## src/rtl/if_id_pkg.sv

```systemverilog
// Shared CPU definitions: opcodes, instruction field positions, the fetch FSM
// state encoding and small field-extraction helpers.
package if_id_pkg;

    localparam logic [3:0]  OP_LW    = 4'h8;
    localparam logic [3:0]  OP_HALT  = 4'hF;
    localparam logic [15:0] NOP_WORD = 16'h0000;

    localparam int OPC_MSB = 15;
    localparam int OPC_LSB = 12;
    localparam int RD_MSB  = 11;
    localparam int RD_LSB  = 8;
    localparam int RS1_MSB = 7;
    localparam int RS1_LSB = 4;
    localparam int RS2_MSB = 3;
    localparam int RS2_LSB = 0;

    typedef enum logic [1:0] {
        RUN      = 2'd0,
        LU_STALL = 2'd1,
        HALTED   = 2'd2
    } fetch_state_e;

    function automatic logic [3:0] inst_opcode(input logic [15:0] inst);
        return inst[OPC_MSB:OPC_LSB];
    endfunction

    function automatic logic [3:0] inst_rs1(input logic [15:0] inst);
        return inst[RS1_MSB:RS1_LSB];
    endfunction

    function automatic logic [3:0] inst_rs2(input logic [15:0] inst);
        return inst[RS2_MSB:RS2_LSB];
    endfunction

endpackage

```

## src/rtl/hazard_detect.sv

```systemverilog
// Load-use hazard check of the IF/ID instruction against the load in ID/EX.
// Purely combinational, zero latency; never stalls by itself.
module hazard_detect
    import if_id_pkg::*;
(
    input  logic [15:0] inst_ifid,
    input  logic        valid_ifid,
    input  logic        lw_idex,
    input  logic        rf_wen_idex,
    input  logic [3:0]  rd_idex,
    output logic        hz
);

    logic rs_match;
    logic unused_inst_hi;

    // Only the source fields matter; opcode and rd are consumed elsewhere.
    assign unused_inst_hi = ^inst_ifid[15:8];

    always_comb begin
        rs_match = (rd_idex == inst_rs1(inst_ifid)) || (rd_idex == inst_rs2(inst_ifid));
        hz       = valid_ifid && lw_idex && rf_wen_idex && rs_match;
    end

endmodule

```

## src/rtl/if_id.sv

```systemverilog
// Fetch stage + IF/ID register: PC ownership, one-slot redirect flush, load-use stall, HALT.
// Fetch-to-IF/ID latency 1 cycle; a load-use hazard holds PC and IF/ID for one cycle.
module if_id
    import if_id_pkg::*;
#(
    parameter logic [15:0] RESET_PC = 16'h0000,
    parameter logic [15:0] NOP      = NOP_WORD,
    parameter logic [3:0]  HALT_OP  = OP_HALT
) (
    input  logic        clk,
    input  logic        rst_n,
    output logic [15:0] imem_addr,
    input  logic [15:0] imem_rdata,
    input  logic        redirect,
    input  logic [15:0] redirect_pc,
    input  logic        lw_idex,
    input  logic        rf_wen_idex,
    input  logic [3:0]  rd_idex,
    output logic [15:0] inst_curr_IFID,
    output logic [15:0] pc_added_IFID,
    output logic        valid_IFID,
    output logic        idex_bubble,
    output logic        halted
);

    fetch_state_e state_q, state_d;
    logic [15:0]  pc_q, pc_d;
    logic [15:0]  inst_q, inst_d;
    logic [15:0]  pc_added_q, pc_added_d;
    logic         valid_q, valid_d;

    logic         hz;
    logic         is_halt;
    logic         do_advance;
    logic         do_flush;
    logic [15:0]  pc_inc;

    hazard_detect u_hazard_detect (
        .inst_ifid   (inst_q),
        .valid_ifid  (valid_q),
        .lw_idex     (lw_idex),
        .rf_wen_idex (rf_wen_idex),
        .rd_idex     (rd_idex),
        .hz          (hz)
    );

    assign pc_inc  = pc_q + 16'd1;
    assign is_halt = valid_q && (inst_opcode(inst_q) == HALT_OP);

    always_comb begin
        state_d     = state_q;
        do_advance  = 1'b0;
        do_flush    = 1'b0;
        idex_bubble = 1'b0;

        unique case (state_q)
            RUN: begin
                if (redirect) begin
                    do_flush = 1'b1;
                end else if (is_halt) begin
                    // HALT wins over a hazard so the stall slot cannot skip past it.
                    state_d = HALTED;
                end else if (hz) begin
                    idex_bubble = 1'b1;
                    state_d     = LU_STALL;
                end else begin
                    do_advance = 1'b1;
                end
            end
            LU_STALL: begin
                // Hazard is masked here: the bubble has already separated the pair.
                if (redirect) begin
                    do_flush = 1'b1;
                end else begin
                    do_advance = 1'b1;
                end
                state_d = RUN;
            end
            HALTED: begin
                state_d = HALTED;
            end
            default: begin
                state_d = RUN;
            end
        endcase
    end

    always_comb begin
        pc_d       = pc_q;
        inst_d     = inst_q;
        pc_added_d = pc_added_q;
        valid_d    = valid_q;

        if (do_flush) begin
            pc_d       = redirect_pc;
            inst_d     = NOP;
            pc_added_d = 16'h0000;
            valid_d    = 1'b0;
        end else if (do_advance) begin
            pc_d       = pc_inc;
            inst_d     = imem_rdata;
            pc_added_d = pc_inc;
            valid_d    = 1'b1;
        end
    end

    always_ff @(posedge clk) begin
        if (!rst_n) begin
            state_q    <= RUN;
            pc_q       <= RESET_PC;
            inst_q     <= NOP;
            pc_added_q <= 16'h0000;
            valid_q    <= 1'b0;
        end else begin
            state_q    <= state_d;
            pc_q       <= pc_d;
            inst_q     <= inst_d;
            pc_added_q <= pc_added_d;
            valid_q    <= valid_d;
        end
    end

    assign imem_addr      = pc_q;
    assign inst_curr_IFID = inst_q;
    assign pc_added_IFID  = pc_added_q;
    assign valid_IFID     = valid_q;
    assign halted         = (state_q == HALTED);

endmodule

```

## config.mk

```make
export PLATFORM = sky130hd
export DESIGN_NAME = if_id
export DESIGN_NICKNAME = d
export VERILOG_FILES = /design/src/rtl/if_id_pkg.sv /design/src/rtl/hazard_detect.sv /design/src/rtl/if_id.sv
export SDC_FILE = /design/constraint.sdc
export NUM_CORES = 1
export LEC_CHECK = 0
export BUFFER_PORTS_ARGS = -buffer_cell sky130_fd_sc_hd__buf_4
export CORE_MARGIN = 5
export CORE_UTILIZATION = 43
export DETAILED_ROUTE_END_ITERATION = 8
export PLACE_DENSITY = 0.79
export SLEW_MARGIN = 30
export SYNTH_ARGS = -nofsm -noshare
export SYNTH_HDL_FRONTEND = slang
export SYNTH_SLANG_ARGS = --single-unit
```

## constraint.sdc

```tcl
create_clock -name clk -period 1.8 [get_ports clk]
set_input_delay 0.36 -clock clk [delete_from_list [all_inputs] [get_ports clk]]
set_output_delay 0.36 -clock clk [all_outputs]
set_load 0.02 [all_outputs]
```

==> flow_summary.toml, run 1 <==
[synth]
async_reset_ff_frac = 0
synthSimpleGateAreaFrac = 0.181
netlist_area_um2 = 2330
netlist.area_leader.share = 0.438
syn_nets = 289
synthMuxAreaShare = 0
postSynthAreaPerCell_um2 = 9.43
synth_fa_ha_area_frac = 0.00537
synth_edf_count = 0
ys_seq_area_frac = 0.438
synth_xor_xnor_area_share = 0.0828
synth_compound_area_frac = 0.248
syn_inst = 247
synth_cell_type_count = 45
synth_top_family_by_area = "compound AO/OA/AOI/OAI gates"
yosys.area.top_type = "dfxtp_1"
synthTopCellsByArea = "dfxtp_1, xor2_1, nand2_1"
yosysWarnings = 0
synth_ff_type = "dfxtp_1"
ys_seq_elements = 51

[critical_path]
rr_startpoint = "inst_curr_IFID[2]"
crit_chain = "xor2_2 -> nor4_4 -> o21bai_2 -> buf_4 -> buf_6 -> a21oi_4 -> buf_12 -> a2bb2oi_2 -> o311ai_1"
cp_max_fo = 5
cp-startpoint = "inst_curr_IFID[2]"
cp.depth = 9
path_buf_inv = 3
cp_top_family = "compound AO/OA/AOI/OAI gates"
slowest_delay_ns = 0.35
crit_path_top_delay_cell = "dfxtp_2"
arrival_ns = 2.25
end_kind = "flip-flop"
required_ns = 1.98
start_kind = "flip-flop"
worstSetupPathType = "reg -> reg"
reg2regPathDepth = 9

[layout]
fillers = 268
seqCellArea_um2 = 1030
multiInputGateArea_um2 = 1530
nNetsFinal = 434
fin_util = 0.808
synthToLayoutAreaGrowth_pct = 79.5
drive_gt1_frac = 0.580
n_antenna_cell = 0
finish.instance_area_um2 = 4180
layout_commonest_cell = "buf_4"
final_cell_mix = "buf_4, dfxtp_1, nand2_1"

[clocking]
clock_sinks = 51
root_buffer = "clkbuf_8"
numCtsBuffers = 5
cts_hold_buffers = 0
clock_path_buffers = 2
clk_pin_slew_ns = 0.11
h-tree-depth = 2
clock_latency_ns = 0.32
tritoncts = "built"

[drt]
ant_nets = 0
drtIter0Drc = 297
vias_per_cell = 5.87
firstDrtPassIters = 5
vias = 2720
post_drt_wl_per_cell_um = 21.7
route.detailed.drc = 0
drt-total-wl_um = 10100

[power]
seq_power_share = 0.498
clockPowerShare = 0.290
total_power_mw = 2.51
ir_drop_mv = 0.420
netSwitchingPower_mw = 0.743
switching_share = 0.296
internal-power_mw = 1.77
p_comb_frac = 0.213
p_per_area_nw_per_um2 = 601
leakagePower_nw = 1.95

[floorplanning]
io_pins = 92
core_area_um2 = 5170
die_height_um = 83.6
die_area_um2 = 6990
die_w_um = 83.6
initial_core_util = 0.450
std_cell_rows = 26

[sta]
final_max_slew_viol_count = 0
finClkSkew_ns = 0.0150
min_period_over_period = 1.15
hold_viol = 0
tns_ns = -7.83
worst_slack_ns = -0.270
min_period_ns = 2.07
worst_slew_margin_rel = 0.682
setup_viol = 47
rsz0062_at_grt = "yes"
worstMarginPinSlew_ns = 0.471
max_freq_ghz = 0.483

[hold_path]
hp-start = "redirect_pc[6]"
hold_depth = 3
hp-class = "in -> reg"

[global_route]
grt_max_degree = 16
grt_first_pass_wirelength_um = 14100
antenna_found_initial = 0
grt_pass1_vias = 2669
overflow = 0
grt_usage = 0.250

[flow_run]
drv_cap = 0

[run_status]
violations = "negative setup slack"
status = "complete, but fails checks"

[place]
gp_congestion = 0.822
port_buffers = 91
place_hpwl_um = 5130
place_area_um2 = 3330
==> final cells by class <==
type,count,area share
Sequential cell,51,0.247
Clock inverter,1,0.00210
Tap cell,70,0.0210
Multi-Input combinational cell,178,0.366
Timing Repair Buffer,151,0.339
Clock buffer,7,0.0207
Inverter,5,0.00449
==> repair_timing <==
item	CTS	global route
endpoints found under the setup margin	48	50
buffers inserted	11	7
pin swaps	26	27
resized for setup	53	48
cloned	9	1
==> metrics by stage <==
| stage | cells | worst slack, ns | hold WS (ns) |
|---|---|---|---|
| after floorplan | 247 | 0.0000580 | 0.474 |
| after global placement | 431 | -0.355 | 0.437 |
| after detailed placement | 431 | -0.442 | 0.446 |
| after CTS | 459 | -0.230 | 0.250 |
| after global routing | 463 | -0.333 | 0.250 |
| final | 463 | -0.270 | 0.248 |
==> registers in the layout, indices dropped and copies added (netlist names) <==
name and flops:
valid_IFID 1, state_q 2, pc_added_IFID 16, inst_curr_IFID 16, imem_addr 16
==> cells in the mapped netlist, drive strengths merged (5+ instances only) <==
| master | number |
|---|---|
| xnor2 | 6 |
| dfxtp | 51 |
| nor2 | 10 |
| nand2 | 34 |
| a22o | 16 |
| and3 | 5 |
| nand3 | 12 |
| clkbuf | 6 |
| a22oi | 11 |
| xor2 | 16 |
| inv | 5 |
| buf | 7 |
| o21ai | 28 |
==> worst register-to-register path, cell delays in order (launching register included) <==
cell,delay (ns)
dfxtp_2,0.35
xor2_2,0.16
nor4_4,0.32
o21bai_2,0.12
buf_4,0.16
buf_6,0.13
a21oi_4,0.29
buf_12,0.15
a2bb2oi_2,0.14
o311ai_1,0.12
==> layer usage <==
| layer | vias to the layer above | track usage | routed length [um] |
|---|---|---|---|
| li1 | 1184 | - | - |
| met1 | 1315 | 0.303 | 3910 |
| met2 | 180 | 0.421 | 5070 |
| met3 | 41 | 0.0573 | 699 |
| met4 | 0 | 0.110 | 380 |
| met5 | - | 0 | 0 |
==> worst paths after layout <==
path	end	slack, ns
worst max-delay path	imem_addr[8]	-0.27
worst min-delay path	imem_addr[6]	0.25
worst max register to register	imem_addr[8]	-0.27
worst min register to register	pc_added_IFID[4]	0.45
==> power groups by stage <==
stage	sequential [mW]	combinational, mW	clock [mW]
final	1.25	0.534	0.728
after floorplan	1.31	0.136	0
after detailed placement	1.26	0.423	0
after global placement	1.25	0.413	0
after global routing	1.25	0.560	0.767
after CTS	1.23	0.477	0.715
==> kinds of logic (layout without fill, tap and decap cells) <==
| family | after synthesis | in the layout |
|---|---|---|
| flip-flops | 51 | 51 |
| buffers and inverters | 18 | 164 |
| AO/OA/AOI/OAI | 74 | 74 |
| AND/OR/NAND/NOR | 81 | 81 |
| XOR/XNOR | 22 | 22 |
| adder cells (fa/ha/maj) | 1 | 1 |
(Power assumes the default switching activity.)
==> run 2, diff against run 1 <==
- ABC_AREA: default -> 1
- CORE_UTILIZATION: 43 -> 45
- PLACE_DENSITY: 0.79 -> 0.8
==> run 2 against run 1 <==
Effect of this change: the run now ends clean; sequential power is 3% lower; setup slack gained 0.34 ns; first-iteration DRC count shrank 56%; flip-flop and latch count did not move; total power is 4.1% lower; maximum frequency grew 20%; core utilization down 17 points; hold slack improved by 0.0024 ns; die area increased by 4.0%; critical path type is now reg -> out; critical endpoint is now idex_bubble.
==> flow_summary.toml, run 2 <==
[synth]
ys_seq_area_frac = 0.401
async_reset_ff_frac = 0
synth.most_common_cell = "nand2_1"
netlist.area_leader.share = 0.401
yosys-top-cells-count = "nand2_1, dfxtp_1, inv_1"
yosys.area.top_type = "dfxtp_1"
synth_cell_type_count = 22
postSynthAreaPerCell_um2 = 6.42
syn_nets = 439
netlist_area_um2 = 2550
synth_edf_count = 0
synthTopCellsByArea = "dfxtp_1, nand2_1, inv_1"
syn_inst = 397
ys_seq_elements = 51
synth_ff_type = "dfxtp_1"
yosysWarnings = 0

[layout]
final_cell_mix = "nand2_1, buf_4, dfxtp_1"
nNetsFinal = 538
layout_commonest_cell = "nand2_1"
synthToLayoutAreaGrowth_pct = 37.2
seqCellArea_um2 = 1030
n_antenna_cell = 0
multiInputGateArea_um2 = 1330
drive_gt1_frac = 0.272
fillers = 521

[critical_path]
worstSetupPathType = "reg -> out"
start_kind = "flip-flop"
crit_path_top_delay_cell = "dfxtp_2"
crit_top_cell = "inv_1"
r2r-end = "imem_addr[14]"
rr_startpoint = "imem_addr[1]"
end_kind = "output pin"
arrival_ns = 1.37
cp_max_fo = 3
slowest_delay_ns = 0.34
required_ns = 1.44
crit_chain = "inv_1 -> nor2_1 -> nand3_1 -> nand2_1 -> nor2_4 -> inv_1 -> nor2_2 -> buf_6"
reg2reg_slack_ns = 0.24
reg2regPathDepth = 9

[hold_path]
hold_depth = 3
holdPathEnd = "inst_curr_IFID[15]"
hp-class = "in -> reg"
hp-start = "imem_rdata[15]"

[clocking]
h-tree-depth = 2
clock_sinks = 51
tritoncts = "built"
clock_path_buffers = 2
numCtsBuffers = 5
root_buffer = "clkbuf_8"
clock_latency_ns = 0.30
cts_hold_buffers = 0
clk_pin_slew_ns = 0.09
post_cts_buffers = 0

[drt]
vias = 2766
ant_nets = 0
post_drt_wl_per_cell_um = 12.0
drtIter0Drc = 131
route.detailed.drc = 0
firstDrtPassIters = 4
drt-total-wl_um = 6850
vias_per_cell = 4.86

[sta]
worst_slew_margin_rel = 0.786
min_period_over_period = 0.962
hold_viol = 0
setup_viol = 0
hold_slack_ns = 0.251
max_freq_ghz = 0.578
final_max_slew_viol_count = 0
worst_slack_ns = 0.0686
rsz0062_at_grt = "yes"
worstMarginPinSlew_ns = 0.318
min_period_ns = 1.73
finClkSkew_ns = 0.00729

[power]
ir_drop_mv = 0.350
p_comb_frac = 0.169
switching_share = 0.266
seq_power_share = 0.504
internal-power_mw = 1.77
netSwitchingPower_mw = 0.641
clockPowerShare = 0.328
p_per_area_nw_per_um2 = 689
leakagePower_nw = 1.82

[run_status]
status = "finished clean"

[global_route]
grt_max_degree = 22
grt_pass1_vias = 2640
antenna_found_initial = 0
grt_first_pass_wirelength_um = 11600
grt_usage = 0.191
overflow = 0

[floorplanning]
die_w_um = 85.2
core_area_um2 = 5510
die_area_um2 = 7270
die_height_um = 85.2
io_pins = 92
std_cell_rows = 27
initial_core_util = 0.463

[place]
port_buffers = 91
place_hpwl_um = 5300
pre_cts_ws_ns = 0.163
gp_congestion = 0.873

[flow_run]
drv_cap = 0
run 2: changes by cell type after synthesis, moves of 12 or more:
cell,before,now
a21oi_1,1,17
a22o_1,13,0
inv_1,5,32
nand2_1,34,199
nand4_1,2,19
nor2_1,9,21
o21ai_0,20,6
run 2: critical path, delay by kind of cell, from the launching register on:
kind | cells | cell delay [ns]
simple gates | 5 | 0.47
buf+inv | 3 | 0.26
flops | 1 | 0.34
run 2: cell families after synthesis:
| kind of cell | share of synthesized area |
|---|---|
| DFF | 0.401 |
| adders and majority gates | 0.00491 |
| AOI/OAI and AO/OA | 0.0481 |
| buffers and inverters | 0.0850 |
| xor gates and xnor gates | 0.0344 |
| and+or+nand+nor | 0.427 |
run 2: power groups by stage:
| stage | registers (mW) | clock network [mW] | logic [mW] |
|---|---|---|---|
| after CTS | 1.21 | 0.815 | 0.409 |
| final | 1.21 | 0.789 | 0.407 |
| after global routing | 1.22 | 0.852 | 0.452 |
| after floorplan | 1.28 | 0 | 0.171 |
| after global placement | 1.24 | 0 | 0.401 |
| after detailed placement | 1.24 | 0 | 0.407 |
run 2: worst max-delay path by stage:
| stage | from | endpoint |
|---|---|---|
| final | valid_IFID | idex_bubble |
| after global routing | inst_curr_IFID[13] | idex_bubble |
| after CTS | valid_IFID | idex_bubble |
| after detailed placement | rd_idex[1] | valid_IFID |
| after global placement | rd_idex[1] | valid_IFID |
| after floorplan | imem_addr[0] | imem_addr[6] |
run 2: per-stage QoR:
step	instance area [um^2]	cells	setup TNS (ns)	total power, mW	util
4_1_cts	3470	569	0	2.44	0.631
2_1_floorplan	2550	397	0	1.45	-
3_3_place_gp	3360	561	0	1.64	0.609
5_1_grt	3500	569	-0.0391	2.53	0.635
3_5_place_dp	3360	561	0	1.64	0.609
6_report	3500	569	0	2.41	0.635
run 2: layout make-up:
class,instances,area share
Tap cell,72,0.0258
Clock buffer,5,0.0197
Sequential cell,51,0.295
Clock inverter,3,0.0125
Timing Repair Buffer,106,0.229
Multi-Input combinational cell,296,0.379
Inverter,36,0.0387
run 2: what timing repair did:
action                                  CTS  global route
endpoints found under the setup margin    1             5
resized for setup                         2            12
endpoints found under the hold margin     0             0
run 2: layer usage:
metal	global-route usage	routed length, um	vias to the layer above
li1	-	-	1434
met1	0.233	3040	1233
met2	0.338	3220	97
met3	0.0553	565	2
met4	0.0288	12	0
met5	0	0	-
